File: config.mk
export PLATFORM = sky130hd
export DESIGN_NAME = dpll_nco
export DESIGN_NICKNAME = d
export VERILOG_FILES = /design/src/rtl/dpll_nco.sv
export SDC_FILE = /design/constraint.sdc
export NUM_CORES = 1
export LEC_CHECK = 0
export ABC_CLOCK_PERIOD_IN_PS = 8930
export BUFFER_PORTS_ARGS = -buffer_cell sky130_fd_sc_hd__buf_2
export CAP_MARGIN = 15
export CORE_MARGIN = 8
export CORE_UTILIZATION = 60
export DETAILED_ROUTE_END_ITERATION = 8
export PLACE_DENSITY = 0.78
export SLEW_MARGIN = 5
export SYNTH_ARGS = -nofsm -noshare
export SYNTH_HDL_FRONTEND = slang
export SYNTH_SLANG_ARGS = --single-unit
File: constraint.sdc
create_clock -name clk_ref -period 8.93 [get_ports clk_ref]
set_input_delay 0.4465 -clock clk_ref [delete_from_list [all_inputs] [get_ports clk_ref]]
set_output_delay 0.4465 -clock clk_ref [all_outputs]
set_load 0.005 [all_outputs]
File: src/rtl/dpll_nco.sv
// Digital PLL: measures the clk_in period in clk_ref cycles and regenerates clk_out and a
// MULT-times clk_out_mx from a fractional NCO. Define DPLL_HOLDOVER_EN to keep the NCO running on input loss.
module dpll_nco #(
    parameter int unsigned CNT_W     = 16,
    parameter int unsigned MULT_LOG2 = 3,
    parameter int unsigned LOCK_TOL  = 2,
    parameter int unsigned LOCK_CNT  = 4
) (
    input  logic             clk_ref,
    input  logic             rst,
    input  logic             clk_in,
    output logic             clk_out,
    output logic             clk_out_mx,
    output logic             locked,
    output logic [CNT_W-1:0] period
);

    localparam int unsigned AccW = CNT_W + 1;
    localparam int unsigned StW  = $clog2(LOCK_CNT + 1);
    localparam logic [AccW-1:0]  Step   = AccW'(2 ** (MULT_LOG2 + 1));
    localparam logic [CNT_W-1:0] CntMax = '1;
    localparam logic [StW-1:0]   StMax  = StW'(LOCK_CNT);

    typedef enum logic [0:0] {StAcq, StLock} state_e;

    logic                 sync1_q, sync2_q, prev_q, edge_q;
    logic [CNT_W-1:0]     cnt_q, cnt_d;
    logic [CNT_W-1:0]     per_q, per_d;
    logic                 seen_q, seen_d;
    logic                 valid_q, valid_d;
    logic                 loss_q, loss_d;
    logic [AccW-1:0]      acc_q, acc_d;
    logic [MULT_LOG2-1:0] tog_q, tog_d;
    logic                 mx_q, mx_d;
    logic                 out_q, out_d;
    logic [StW-1:0]       stable_q, stable_d;
    state_e               state_q, state_d;

    logic                 cnt_sat, loss_evt, measure, stable_ok;
    logic [CNT_W-1:0]     meas;
    logic signed [CNT_W:0] diff;
    logic [CNT_W:0]       mag;
    logic [AccW-1:0]      acc_step;

    always_comb begin
        cnt_sat   = (cnt_q == CntMax);
        loss_evt  = cnt_sat & ~edge_q;
        meas      = cnt_sat ? CntMax : cnt_q + CNT_W'(1);
        measure   = edge_q & seen_q;
        diff      = $signed({1'b0, meas}) - $signed({1'b0, per_q});
        mag       = diff[CNT_W] ? $unsigned(-diff) : $unsigned(diff);
        stable_ok = valid_q & (mag <= AccW'(LOCK_TOL));
        acc_step  = acc_q + Step;
    end

    // Period measurement and input-loss tracking; an edge always wins over saturation.
    always_comb begin
        cnt_d   = edge_q ? '0 : (cnt_sat ? cnt_q : cnt_q + CNT_W'(1));
        loss_d  = edge_q ? 1'b0 : (loss_q | cnt_sat);
        seen_d  = seen_q;
        per_d   = per_q;
        valid_d = valid_q;
        if (edge_q) begin
            seen_d = 1'b1;
            if (seen_q) begin
                per_d   = meas;
                valid_d = 1'b1;
            end
        end else if (cnt_sat) begin
            // The edge after a loss only restarts the count; it is never measured.
            seen_d = 1'b0;
`ifdef DPLL_HOLDOVER_EN
            valid_d = valid_q;
`else
            valid_d = 1'b0;
`endif
        end
    end

    always_comb begin
        acc_d = acc_q;
        tog_d = tog_q;
        mx_d  = mx_q;
        out_d = out_q;
        if (!(valid_q && valid_d)) begin
            acc_d = '0;
            tog_d = '0;
            mx_d  = 1'b0;
            out_d = 1'b0;
        end else if (edge_q && (state_q == StLock)) begin
            acc_d = '0;
            tog_d = '0;
            mx_d  = 1'b1;
            out_d = 1'b1;
        end else if (acc_step >= {1'b0, per_q}) begin
            acc_d = acc_step - {1'b0, per_q};
            mx_d  = ~mx_q;
            tog_d = tog_q + MULT_LOG2'(1);
            if (tog_q == '1) begin
                out_d = ~out_q;
            end
        end else begin
            acc_d = acc_step;
        end
    end

    always_comb begin
        state_d  = state_q;
        stable_d = stable_q;
        unique case (state_q)
            StAcq: begin
                if (measure) begin
                    if (stable_ok) begin
                        stable_d = stable_q + StW'(1);
                        if (stable_d == StMax) begin
                            state_d = StLock;
                        end
                    end else begin
                        stable_d = '0;
                    end
                end else if (loss_evt) begin
                    stable_d = '0;
                end
            end
            StLock: begin
                if ((measure && !stable_ok) || loss_evt) begin
                    state_d  = StAcq;
                    stable_d = '0;
                end
            end
        endcase
    end

    always_ff @(posedge clk_ref) begin
        if (!rst) begin
            sync1_q  <= 1'b0;
            sync2_q  <= 1'b0;
            prev_q   <= 1'b0;
            edge_q   <= 1'b0;
            cnt_q    <= '0;
            per_q    <= '0;
            seen_q   <= 1'b0;
            valid_q  <= 1'b0;
            loss_q   <= 1'b0;
            acc_q    <= '0;
            tog_q    <= '0;
            mx_q     <= 1'b0;
            out_q    <= 1'b0;
            stable_q <= '0;
            state_q  <= StAcq;
        end else begin
            sync1_q  <= clk_in;
            sync2_q  <= sync1_q;
            prev_q   <= sync2_q;
            edge_q   <= sync2_q & ~prev_q;
            cnt_q    <= cnt_d;
            per_q    <= per_d;
            seen_q   <= seen_d;
            valid_q  <= valid_d;
            loss_q   <= loss_d;
            acc_q    <= acc_d;
            tog_q    <= tog_d;
            mx_q     <= mx_d;
            out_q    <= out_d;
            stable_q <= stable_d;
            state_q  <= state_d;
        end
    end

    assign clk_out    = out_q;
    assign clk_out_mx = mx_q;
    assign locked     = (state_q == StLock);
    assign period     = per_q;

endmodule

; ---- After elaboration in Yosys (flattened, before gate mapping)
; Index checks and enable logic that the tools add are counted.
[word_totals]
register_bits = 64
inputBits = 3
out_inout_bits = 19
wordCells = 76
[classes]
add_sub_neg = 7
n_lt_le_gt_ge = 2
eq_ne = 5
mux = 23
n_bitwise = 11
reduce_logical = 14
[ops]
columns = operator, count
row1 = $mux W17, 2
row2 = $add A17 B5 Y17 const B, 1
row3 = $ge A17 B16 Y1, 1
row4 = $le A17 B2 Y1 const B, 1
row5 = $neg A17 Y17, 1
row6 = $sub A16 B16 Y17, 1
row7 = $sub A17 B16 Y17, 1
row8 = $add A16 B1 Y16 const B, 1
row9 = $eq A16 B16 Y1 const B, 1
row10 = $mux W16, 1
row11 = $mux W1, 14
row12 = $mux W3, 4
row13 = $reduce_and A2 Y1, 4
row14 = $not A1 Y1, 7
row15 = $add A3 B1 Y3 const B, 2
row16 = $eq A3 B3 Y1 const B, 2
row17 = $pmux W3 S2, 1
row18 = $reduce_bool A2 Y1, 3
row19 = $and A1 B1 Y1, 4
row20 = $logic_and A1 B1 Y1, 3
row21 = $ne A3 B3 Y1 const B, 1
row22 = $reduce_or A3 Y1, 1
row23 = $ne A2 B1 Y1 const B, 1
row24 = $pmux W1 S2, 1
row25 = 3 further kinds, 3

; ---- Longest topological paths before layout
; Gate-level depths: netlist (run 1).
[logic_depth]
depth_word = 12
ltp_mapped = 22

; ---- Worst setup path before layout (run 1)
; OpenSTA, ideal clock, no wires.
[synth_path]
kind = reg-to-reg
from = register cnt_q[0]
to = register stable_q[0]
arrival_time_ns = 4.711
required_time_ns = 8.800
slack_ns = 4.089
stages_incl_launch_ff = 19
synth_period_minus_slack_ns = 4.841
path_cell_list = dfxtp_1 -> ha_1 -> and3_1 -> nand3_1 -> nor4_1 -> nor2_1 -> inv_1 -> ha_1 -> nor3b_1 -> a311o_1 -> a211o_1 -> or2_4 -> or4b_4 -> nor3_4 -> mux2i_1 -> o32ai_1 -> and4_1 -> a31oi_1 -> mux2i_1
[synth_via]
elab_chain_cells = 12
word_cells_on_any_way = 18
classes_between = add/sub (3) / order compare (1) / eq/ne (3) / mux (5) / bitwise (2) / reduce/logical (4)
[synth_rtl]
columns = element, line
row1 = from (decl), 27  ; logic [CNT_W-1:0] cnt_q, cnt_d;
row2 = from (signal assigned), 156  ; cnt_q <= cnt_d;
row3 = $add A16 B1 Y16 or $eq A16 B16 Y1 (tied branches), "48, 46"
row4 = $mux W16 *, 48  ; meas = cnt_sat ? CntMax : cnt_q + CNT_W'(1);
row5 = net meas[5], 40  ; logic [CNT_W-1:0] meas;
row6 = $sub A16 B16 Y17 *, 50  ; diff = $signed({1'b0, meas}) - $signed({1'b0, per_q});
row7 = $neg A17 Y17, 51  ; mag = diff[CNT_W] ? $unsigned(-diff) : $unsigned(diff);
row8 = $mux W17 *, 51
row9 = $le A17 B2 Y1 *, 52  ; stable_ok = valid_q & (mag <= AccW'(LOCK_TOL));
row10 = $and A1 B1 Y1 *, 52
row11 = $logic_not A1 Y1, 126  ; if ((measure && !stable_ok) || loss_evt) begin
row12 = $logic_and A1 B1 Y1, 126
row13 = $logic_or A1 B1 Y1, 126
row14 = $ne A2 B1 Y1 (no source line), n/a
row15 = $reduce_and A2 Y1 (no source line), n/a
row16 = to (signal assigned), 165  ; stable_q <= stable_d;
row17 = to (decl), 36  ; logic [StW-1:0] stable_q, stable_d;
; The timed path passes the listed nets; every way through them passes the cells marked *.
; A chain may end at the register's enable or synchronous reset.

; ---- Worst setup path in the final report (run 1)
[layout_path]
from = register cnt_q[0]
to = register stable_q[0]
[layout_via]
elab_chain_cells = 12
word_cells_on_any_way = 18
classes_between = add/sub (3) / order compare (1) / eq/ne (3) / mux (5) / bitwise (2) / reduce/logical (4)
[layout_rtl]
columns = element, line
row1 = $add A16 B1 Y16 or $eq A16 B16 Y1 (tied branches), "48, 46"
row2 = $mux W16, 48
row3 = $sub A16 B16 Y17, 50
row4 = $neg A17 Y17, 51
row5 = $mux W17, 51
row6 = $le A17 B2 Y1, 52
row7 = $and A1 B1 Y1, 52
row8 = $logic_not A1 Y1, 126
row9 = $logic_and A1 B1 Y1, 126
row10 = $logic_or A1 B1 Y1, 126
row11 = $ne A2 B1 Y1 (no source line), n/a
row12 = $reduce_and A2 Y1 (no source line), n/a
; Several ways; a longest one is shown, not always the timed one.

==> results of run 1 <==
==> cell families (layout without fill, tap and decap cells) <==
kind of cell             Yosys count  count (layout)  synth area share (%)
AO/OA/AOI/OAI                    153             153                  21.2
XOR/XNOR                          45              45                  7.87
adder cells (fa/ha/maj)           40              40                  10.3
buffers and inverters             70              89                  5.37
flip-flops                        64              64                  25.6
multiplexers                      14              14                  2.85
AND/OR/NAND/NOR                  262             262                  26.8
==> metal layers <==
metal	part of all wire, %	vias up	wire length, um
li1	-	2334	-
met1	46	2203	5900
met2	46	175	5840
met3	5.8	24	735
met4	2.4	0	302
met5	0	-	0
==> sequential cells by signal (all words and copies together), names as in the netlist <==
name	count
edge_q	1
valid_q	1
cnt_q	16
prev_q	1
locked	1
seen_q	1
clk_out	1
stable_q	3
clk_out_mx	1
sync1_q	1
sync2_q	1
period	16
tog_q	3
acc_q	17
==> cell type report <==
cell class | count | area (um2)
clock buffers | 11 | 151
well taps | 105 | 131
clock inverters | 5 | 78.8
multi-input cells | 514 | 3460
inverters | 50 | 188
flip-flops and latches | 64 | 1280
fillers | 707 | 2770
repair buffers | 23 | 118
==> stage by stage <==
stage | worst slack [ps] | cells | util [%]
final | 3570 | 772 | 66.2
after global routing | 3160 | 772 | 66.2
after CTS | 3590 | 772 | 66.2
after detailed placement | 3610 | 756 | 63.4
after global placement | 3510 | 755 | 63.3
after floorplan | 4090 | 648 | -
==> power by group <==
part	leakage [uW]	switching [uW]	internal (uW)
Sequential	0.000517	1.93	287
Clock	0.000119	120	172
Combinational	0.00184	88.2	57.7
==> how the worst max path moves through the flow <==
| stage | from | to | slack (ps) | depth (start not counted) |
|---|---|---|---|---|
| after floorplan | cnt_q[0]$_SDFFE_PP0N_ | stable_q[0]$_SDFFE_PN0P_ | 4090 | 18 |
| after CTS | cnt_q[0]$_SDFFE_PP0N_ | locked$_SDFF_PN0_ | 3590 | 20 |
| after global placement | cnt_q[0]$_SDFFE_PP0N_ | locked$_SDFF_PN0_ | 3510 | 18 |
| after global routing | cnt_q[0]$_SDFFE_PP0N_ | locked$_SDFF_PN0_ | 3160 | 19 |
| final | cnt_q[0]$_SDFFE_PP0N_ | stable_q[0]$_SDFFE_PN0P_ | 3570 | 20 |
| after detailed placement | cnt_q[0]$_SDFFE_PP0N_ | stable_q[0]$_SDFFE_PN0P_ | 3610 | 20 |
==> worst reg2reg max path, stage by stage (launching register included) <==
cell      delay [ps]
dfxtp_1          380
ha_1             200
and3_1           220
nand3_1          120
nor3_1           430
nand2b_1         340
and2_1           320
ha_1             200
inv_1             80
fa_1             280
a211oi_2         130
nor2_2           180
xnor2_1          130
or3_1            430
or4b_4           580
nor3_4           260
mux2i_1          220
o32ai_1           90
and4_1           240
a31oi_1          280
mux2i_1          120
==> cells in the mapped netlist (7+ instances only) <==
cell type and instances:
xor2_1 20, and3_1 7, ha_1 38, o21ai_1 7, nand2_1 54, clkbuf_1 15
a21oi_1 39, and2_1 18, o21ai_0 20, nand3_1 30, nand2b_1 8, nor3_1 20
nor2_1 74, nor2b_1 11, mux2i_1 12, a21o_1 10, o211a_1 11, xnor2_1 25
dfxtp_1 64, a211oi_1 8, inv_1 50
==> impl_metrics.tcl, run 1 <==
set metrics [dict create \
    status "completed" \
    synth-edff-count 0 \
    slew_violations 0 \
    dieHeight_um 107 \
    routed_wl_um 12800 \
    arrival_ps 5580 \
    vias 4736 \
    ys_types 66 \
    dp_hpwl_um 9850 \
    final.setup_skew_ps 9.48 \
    ys_seq_area_share_pct 25.6 \
    tns_ps 0 \
    grt_max_degree 27 \
    finalNetCount 705 \
    gp_congestion 0.914 \
    antenna_cells 0 \
    dr.pass1.iters 5 \
    path_cells "ha_1, and3_1, nand3_1, nor3_1, nand2b_1, and2_1, ha_1, inv_1, fa_1, a211oi_2, nor2_2, xnor2_1, or3_1, or4b_4, nor3_4, mux2i_1, o32ai_1, and4_1, a31oi_1, mux2i_1" \
    r2r_start "cnt_q[0]$_SDFFE_PP0N_" \
    grt_pass1_vias 4364 \
    ant_nets 0 \
    avgRoutedWirePerCell_um 16.5 \
    met3_usage_pct 3.41 \
    grt.met2_usage_pct 35.1 \
    cts_tree "yes" \
    rr_worst_depth 20 \
    p_leak_uw 0.00248 \
    synth_area_leaders "dfxtp_1 (26%), ha_1 (9.5%), nor2_1 (5.5%)" \
    cts-resized-gates 0 \
    r2r_end "stable_q[0]$_SDFFE_PN0P_" \
    die_w_um 107 \
    cts_max_level 3 \
    cp_slowest_stage_delay_ps 580 \
    setup.worst_path.start_class "flip-flop" \
    ir_drop_v 0.000154 \
    syn_avg_cell_area_um2 7.73 \
    fmax_mhz 187 \
    hold_start "clk_in" \
    min_period_ps 5360 \
    worst_pin_slew_ps 991 \
    grt_use_total_pct 22.2 \
    yosys_warnings 0 \
    drc 0 \
    port_buffers 21 \
    final_area_um2 5410 \
    synthDominantCellAreaShare_pct 25.6 \
    cp_slowest_cell "or4b_4" \
    antenna_found_initial 0 \
    path_delay_family "simple AND/OR/NAND/NOR gates" \
    critPathKind "reg2reg" \
    syn_area_um2 5010 \
    cts_buffers 9 \
    grt.overflow.total 0 \
    syn-num-nets 691 \
    final_common_cell "nor2_1" \
    path_clk_slew_ps 70 \
    coreArea_um2 8180 \
    r2r_slack_ps 3570 \
    cts_root_buffer "clkbuf_8" \
    via_per_inst 6.13 \
    die_area_um2 11500 \
    cts_setup_buffers 0 \
    cts_sinks 64 \
    synthFlopType "dfxtp_1" \
    worstPathRequired_ps 9150 \
    clk_latency_ps 350 \
    drive_gt1_share_pct 8.55 \
    post-route-period-util_pct 60.0 \
    grt_pass1_wl_um 20800 \
    cp-end-kind "flip-flop" \
    hold_depth 2 \
    holdPathEnd "sync1_q$_SDFF_PN0_" \
    ys_ff_latch 64 \
    path_max_fanout 10 \
    gr-max-usage-layer "met2" \
    hold_ws_ps 304 \
    synth_area_leader_cell "dfxtp_1" \
    post_dp_cell_area_um2 5180 \
    most-common-layout-cells "nor2_1 (74), dfxtp_1 (64), nand2_1 (54)" \
    clockBufferDepth 2 \
    met1_usage_pct 29.5 \
    synthToLayoutAreaGrowth_pct 7.99 \
    setup_viol 0 \
    rows 33 \
    first_iter_violations 363 \
    rsz0062_at_grt "false" \
    final_hold_viol_count 0 \
    path_buf_inv 1 \
    io_pins 22 \
    p_per_area_nw_per_um2 134 \
    slew_headroom_pct 33.9 \
    hold_path.class "in2reg" \
    start_util_pct 61.3 \
    synthCells 648 \
    cap_violations 0 \
    hold_buffers 0 \
    p_total_uw 727 \
    ys_async_sr_fraction_pct 0 \
]
No activity file was read; power rests on OpenSTA's default activity.
==> inputs of run 2 (changes only) <==
--- a/config.mk
+++ b/config.mk
@@ -5,7 +5,7 @@
 export SDC_FILE = /design/constraint.sdc
 export NUM_CORES = 1
 export LEC_CHECK = 0
-export ABC_CLOCK_PERIOD_IN_PS = 8930
+export ABC_CLOCK_PERIOD_IN_PS = 5050
 export BUFFER_PORTS_ARGS = -buffer_cell sky130_fd_sc_hd__buf_2
 export CAP_MARGIN = 15
 export CORE_MARGIN = 8
==> constraint.sdc (replaced) <==
create_clock -name clk_ref -period 5.05 [get_ports clk_ref]
set_input_delay 0.2525 -clock clk_ref [delete_from_list [all_inputs] [get_ports clk_ref]]
set_output_delay 0.2525 -clock clk_ref [all_outputs]
set_load 0.005 [all_outputs]
==> run 2 against run 1 <==
Effect of this change:
- worst hold slack got worse by 190 ps
- total power increased by 79%
- count of clock-buffer cells in the layout decreased by 1
- first-iteration DRC count decreased by 5.0%
- setup slack got worse by 3300 ps
- final cell count increased by 1.3%
- sequential cell count unchanged
- fmax increased by 12%
- critical path depth increased by 1
- largest cell class unchanged
- largest power group is now sequential cells
==> impl_metrics.tcl, run 2 (synthesized netlist as in run 1, its figures left out) <==
set metrics [dict create \
    slew_headroom_pct 36.8 \
    swShare_pct 29.1 \
    synthToLayoutAreaGrowth_pct 11.5 \
    min_period_ps 4800 \
    p_leak_uw 0.00252 \
    setup_viol 0 \
    first_iter_violations 345 \
    hold_ws_ps 110 \
    coreArea_um2 8180 \
    final_common_cell "nor2_1" \
    cts_tree "yes" \
    cts_root_buffer "clkbuf_8" \
    slew_violations 0 \
    status "completed" \
    grt_use_total_pct 21.9 \
    cts_max_level 3 \
    crit_path_start "cnt_q[0]$_SDFFE_PP0N_" \
    endpoint "locked$_SDFF_PN0_" \
    p_per_area_nw_per_um2 234 \
    grt.overflow.total 0 \
    finalNetCount 715 \
    die_w_um 107 \
    cts_sinks 64 \
    p_comb_share_pct 21.8 \
    final.setup_skew_ps 10.8 \
    tns_ps 0 \
    die_area_um2 11500 \
    cts_buffers 9 \
    post-route-period-util_pct 95.0 \
    intPower_uw 925 \
    path_clk_slew_ps 70 \
    cap_violations 0 \
    clk_latency_ps 350 \
    setup.worst_path.start_class "flip-flop" \
    rows 33 \
    ant_nets 0 \
    most-common-layout-cells "nor2_1 (74), dfxtp_1 (62), nand2_1 (54)" \
    start_util_pct 61.3 \
    rsz0062_at_grt "false" \
    critPathKind "reg2reg" \
    port_buffers 21 \
    largest-register "acc_q" \
    hold_buffers 0 \
    antenna_found_initial 0 \
    via_per_inst 6.08 \
    rr_worst_depth 21 \
    hold_path.class "in2reg" \
    clkPwrFrac_pct 38.8 \
    dieHeight_um 107 \
    r2r_slack_ps 250 \
    drc 0 \
    dr.pass1.iters 6 \
    fillers 671 \
    worstPathRequired_ps 5310 \
    routed_wl_um 12900 \
    avgRoutedWirePerCell_um 16.5 \
    r2r_start "cnt_q[0]$_SDFFE_PP0N_" \
    vias 4755 \
    grt_max_degree 27 \
    drive_gt1_share_pct 13.0 \
    clockBufferDepth 2 \
    ir_drop_v 0.000202 \
    path_max_fanout 5 \
    fmax_mhz 208 \
    final_hold_viol_count 0 \
    dp_hpwl_um 9660 \
    cp-end-kind "flip-flop" \
    antenna_cells 0 \
    largest_reg_flops 17 \
    gp_congestion 0.955 \
    grt_pass1_vias 4482 \
    arrival_ps 5060 \
    pwr-share-seq_pct 39.3 \
    grt_pass1_wl_um 20800 \
    r2r_end "locked$_SDFF_PN0_" \
    worst_pin_slew_ps 948 \
    io_pins 22 \
    p_switching_uw 380 \
]
-- run 2: worst min path at each step --
| stage | start | cells after the start | slack [ps] | end |
|---|---|---|---|---|
| after detailed placement | prev_q$_SDFF_PN0_ | 1 | 380 | edge_q$_SDFF_PN0_ |
| after floorplan | prev_q$_SDFF_PN0_ | 1 | 370 | edge_q$_SDFF_PN0_ |
| after CTS | clk_in | 2 | 100 | sync1_q$_SDFF_PN0_ |
| final | clk_in | 2 | 110 | sync1_q$_SDFF_PN0_ |
| after global routing | clk_in | 2 | 120 | sync1_q$_SDFF_PN0_ |
| after global placement | prev_q$_SDFF_PN0_ | 1 | 370 | edge_q$_SDFF_PN0_ |
-- run 2: timing repair --
item	CTS	global route
endpoints found under the setup margin	0	4
gates resized for setup	0	24
setup buffers	0	2
-- run 2: final cells by class --
cell class	count	area, um2	area share, %
multi-input combinational	514	3560	63.7
tap	105	131	2.35
timing repair buffer	33	195	3.49
clock inverter	6	91.3	1.63
sequential	64	1280	23.0
inverter	50	188	3.36
clock buffer	10	138	2.46
-- run 2: power groups by stage --
stage | sequential (uW) | clock, uW | combinational (uW)
finish | 513 | 507 | 285
global route | 513 | 527 | 308
CTS | 512 | 511 | 258
floorplan | 523 | 0 | 199
global placement | 523 | 0 | 250
detailed placement | 524 | 0 | 256
-- run 2: through the flow --
stage / std cells / power (uW) / utilization, % / instance area (um2) / worst slack (ps)
after floorplan: 648 / 722 / - / 5010 / 209
after global placement: 764 / 773 / 64.1 / 5240 / 293
after detailed placement: 764 / 780 / 64.1 / 5240 / 82.3
after CTS: 780 / 1280 / 66.9 / 5470 / 49.8
after global routing: 782 / 1350 / 68.3 / 5590 / 8.48
final: 782 / 1300 / 68.3 / 5590 / 253
-- run 2: per-layer routing --
layer | wire length, um | track usage, %
met1 | 5920 | 27.9
met2 | 6090 | 36.5
met3 | 569 | 3.59
met4 | 314 | 7.33
met5 | 0 | 0
-- run 2: critical path, stage by stage (launching register included) --
cell	delay, ps
dfxtp_2	350
ha_1	230
and3_2	250
nand3_1	140
nor3_2	70
nand2b_1	170
and2_4	190
ha_1	150
inv_1	60
fa_2	390
a211oi_4	310
nor2_2	90
xnor2_1	140
buf_4	140
or3_1	380
nor4b_4	330
nor4b_4	270
mux2i_1	100
a311oi_1	280
and4_4	310
nor2_1	60
nor4b_2	280
==> inputs of run 3 (changes only) <==
--- a/config.mk
+++ b/config.mk
@@ -12,6 +12,8 @@
 export CORE_UTILIZATION = 60
 export DETAILED_ROUTE_END_ITERATION = 8
 export PLACE_DENSITY = 0.78
+export RECOVER_POWER = 100
+export SKIP_CTS_REPAIR_TIMING = 1
 export SLEW_MARGIN = 5
 export SYNTH_ARGS = -nofsm -noshare
 export SYNTH_HDL_FRONTEND = slang
==> run 3 against run 2 <==
Effect of this change:
- clock skew decreased by 1.4 ps
- critical path depth is the same
- combinational power hardly changed
- worst hold slack gained 2.3 ps
- largest power group unchanged
==> impl_metrics.tcl, run 3 (synthesized netlist as in run 1, its figures left out) <==
set metrics [dict create \
    cts_tree "yes" \
    path_max_fanout 5 \
    grt.overflow.total 0 \
    die_w_um 107 \
    critPathKind "reg2reg" \
    cts_max_level 3 \
    grt_max_degree 27 \
    dieHeight_um 107 \
    post-route-period-util_pct 94.8 \
    die_area_um2 11500 \
    synthToLayoutAreaGrowth_pct 10.9 \
    cp-end-kind "flip-flop" \
    rows 33 \
    port_buffers 21 \
    ir_drop_v 0.000203 \
    p_leak_uw 0.00244 \
    cts_root_buffer "clkbuf_8" \
    vias 4751 \
    first_iter_violations 365 \
    via_per_inst 6.08 \
    hold_path.class "in2reg" \
    worst_pin_slew_ps 1130 \
    ant_nets 0 \
    io_pins 22 \
    coreArea_um2 8180 \
    grt_pass1_wl_um 20800 \
    cts_sinks 64 \
    largest-register "acc_q" \
    most-common-layout-cells "nor2_1 (74), dfxtp_1 (62), nand2_1 (54)" \
    finalNetCount 715 \
    post_dp_cell_area_um2 5240 \
    status "completed" \
    rsz0062_at_grt "false" \
    avgRoutedWirePerCell_um 16.5 \
    clockBufferDepth 2 \
    worstPathRequired_ps 5310 \
    cap_violations 0 \
    final_common_cell "nor2_1" \
    final_area_um2 5560 \
    arrival_ps 5040 \
    path_clk_slew_ps 70 \
    p_per_area_nw_per_um2 235 \
    final.setup_skew_ps 9.34 \
    setup_viol 0 \
    largest_reg_flops 17 \
    slew_headroom_pct 24.6 \
    dr.pass1.iters 5 \
    min_period_ps 4790 \
    slew_violations 0 \
    routed_wl_um 12900 \
    multi_input_area_um2 3560 \
    seq_area_um2 1280 \
    drc 0 \
    grt_use_total_pct 21.9 \
    cts_buffers 9 \
    start_util_pct 61.3 \
    fmax_mhz 209 \
    fillers 673 \
    antenna_found_initial 0 \
    clk_latency_ps 350 \
    antenna_cells 0 \
    tns_ps 0 \
    gp_congestion 0.955 \
    dp_hpwl_um 9660 \
    drive_gt1_share_pct 10.0 \
    setup.worst_path.start_class "flip-flop" \
    grt_pass1_vias 4482 \
    final_hold_viol_count 0 \
]
-- run 3: changes by cell type in the layout (fill, tap and decap cells not counted), sizes merged --
| cell | change |
|---|---|
| buf | -18 |
| clkbuf | +18 |
-- run 3: final timing paths --
path / startpoint / end / slack [ps] / depth (start not counted)
min reg2reg: prev_q$_SDFF_PN0_ / edge_q$_SDFF_PN0_ / 390 / 1
min: clk_in / sync1_q$_SDFF_PN0_ / 110 / 2
max reg2reg: cnt_q[0]$_SDFFE_PP0N_ / locked$_SDFF_PN0_ / 260 / 21
max: cnt_q[0]$_SDFFE_PP0N_ / locked$_SDFF_PN0_ / 260 / 21
-- run 3: area by class of cell --
cell class,count,area share (%)
timing repair buffer,33,3.04
tap,105,2.36
inverter,50,3.38
multi-input combinational,514,64.0
sequential,64,23.1
clock buffer,10,2.48
clock inverter,6,1.64
-- run 3: worst max-delay path: stages, from the launching register on --
cell,delay (ps)
dfxtp_2,350
ha_1,230
and3_1,240
nand3_1,150
nor3_2,70
nand2b_1,160
and2_4,190
ha_1,150
inv_1,60
fa_2,390
a211oi_4,310
nor2_2,90
xnor2_1,140
buf_4,140
or3_1,380
nor4b_4,330
nor4b_4,270
mux2i_1,100
a311oi_1,280
and4_4,310
nor2_1,60
nor4b_2,270
-- run 3: where the power goes --
part           internal [uW]  switching (uW)  total [uW]
Sequential               509            4.23         513
Combinational            123             161         284
Clock                    293             213         506
-- run 3: per-stage QoR --
stage / hold WS, ps / util [%] / power, uW / cells / setup slack (ps)
floorplan: 367 / - / 722 / 648 / 209
global placement: 371 / 64.1 / 773 / 764 / 293
detailed placement: 379 / 64.1 / 780 / 764 / 82.3
global route: 116 / 68.0 / 1350 / 782 / 8.64
finish: 112 / 68.0 / 1300 / 782 / 264
CTS: 103 / 66.9 / 1280 / 780 / 49.8
-- run 3: per-layer routing --
layer  part of all wire, %  track usage, %  up-vias
met2                    48            36.5      125
li1                      -               -     2349
met3                   4.6            3.59       20
met1                    46            27.9     2257
met4                   2.1            7.33        0
met5                     0               0        -
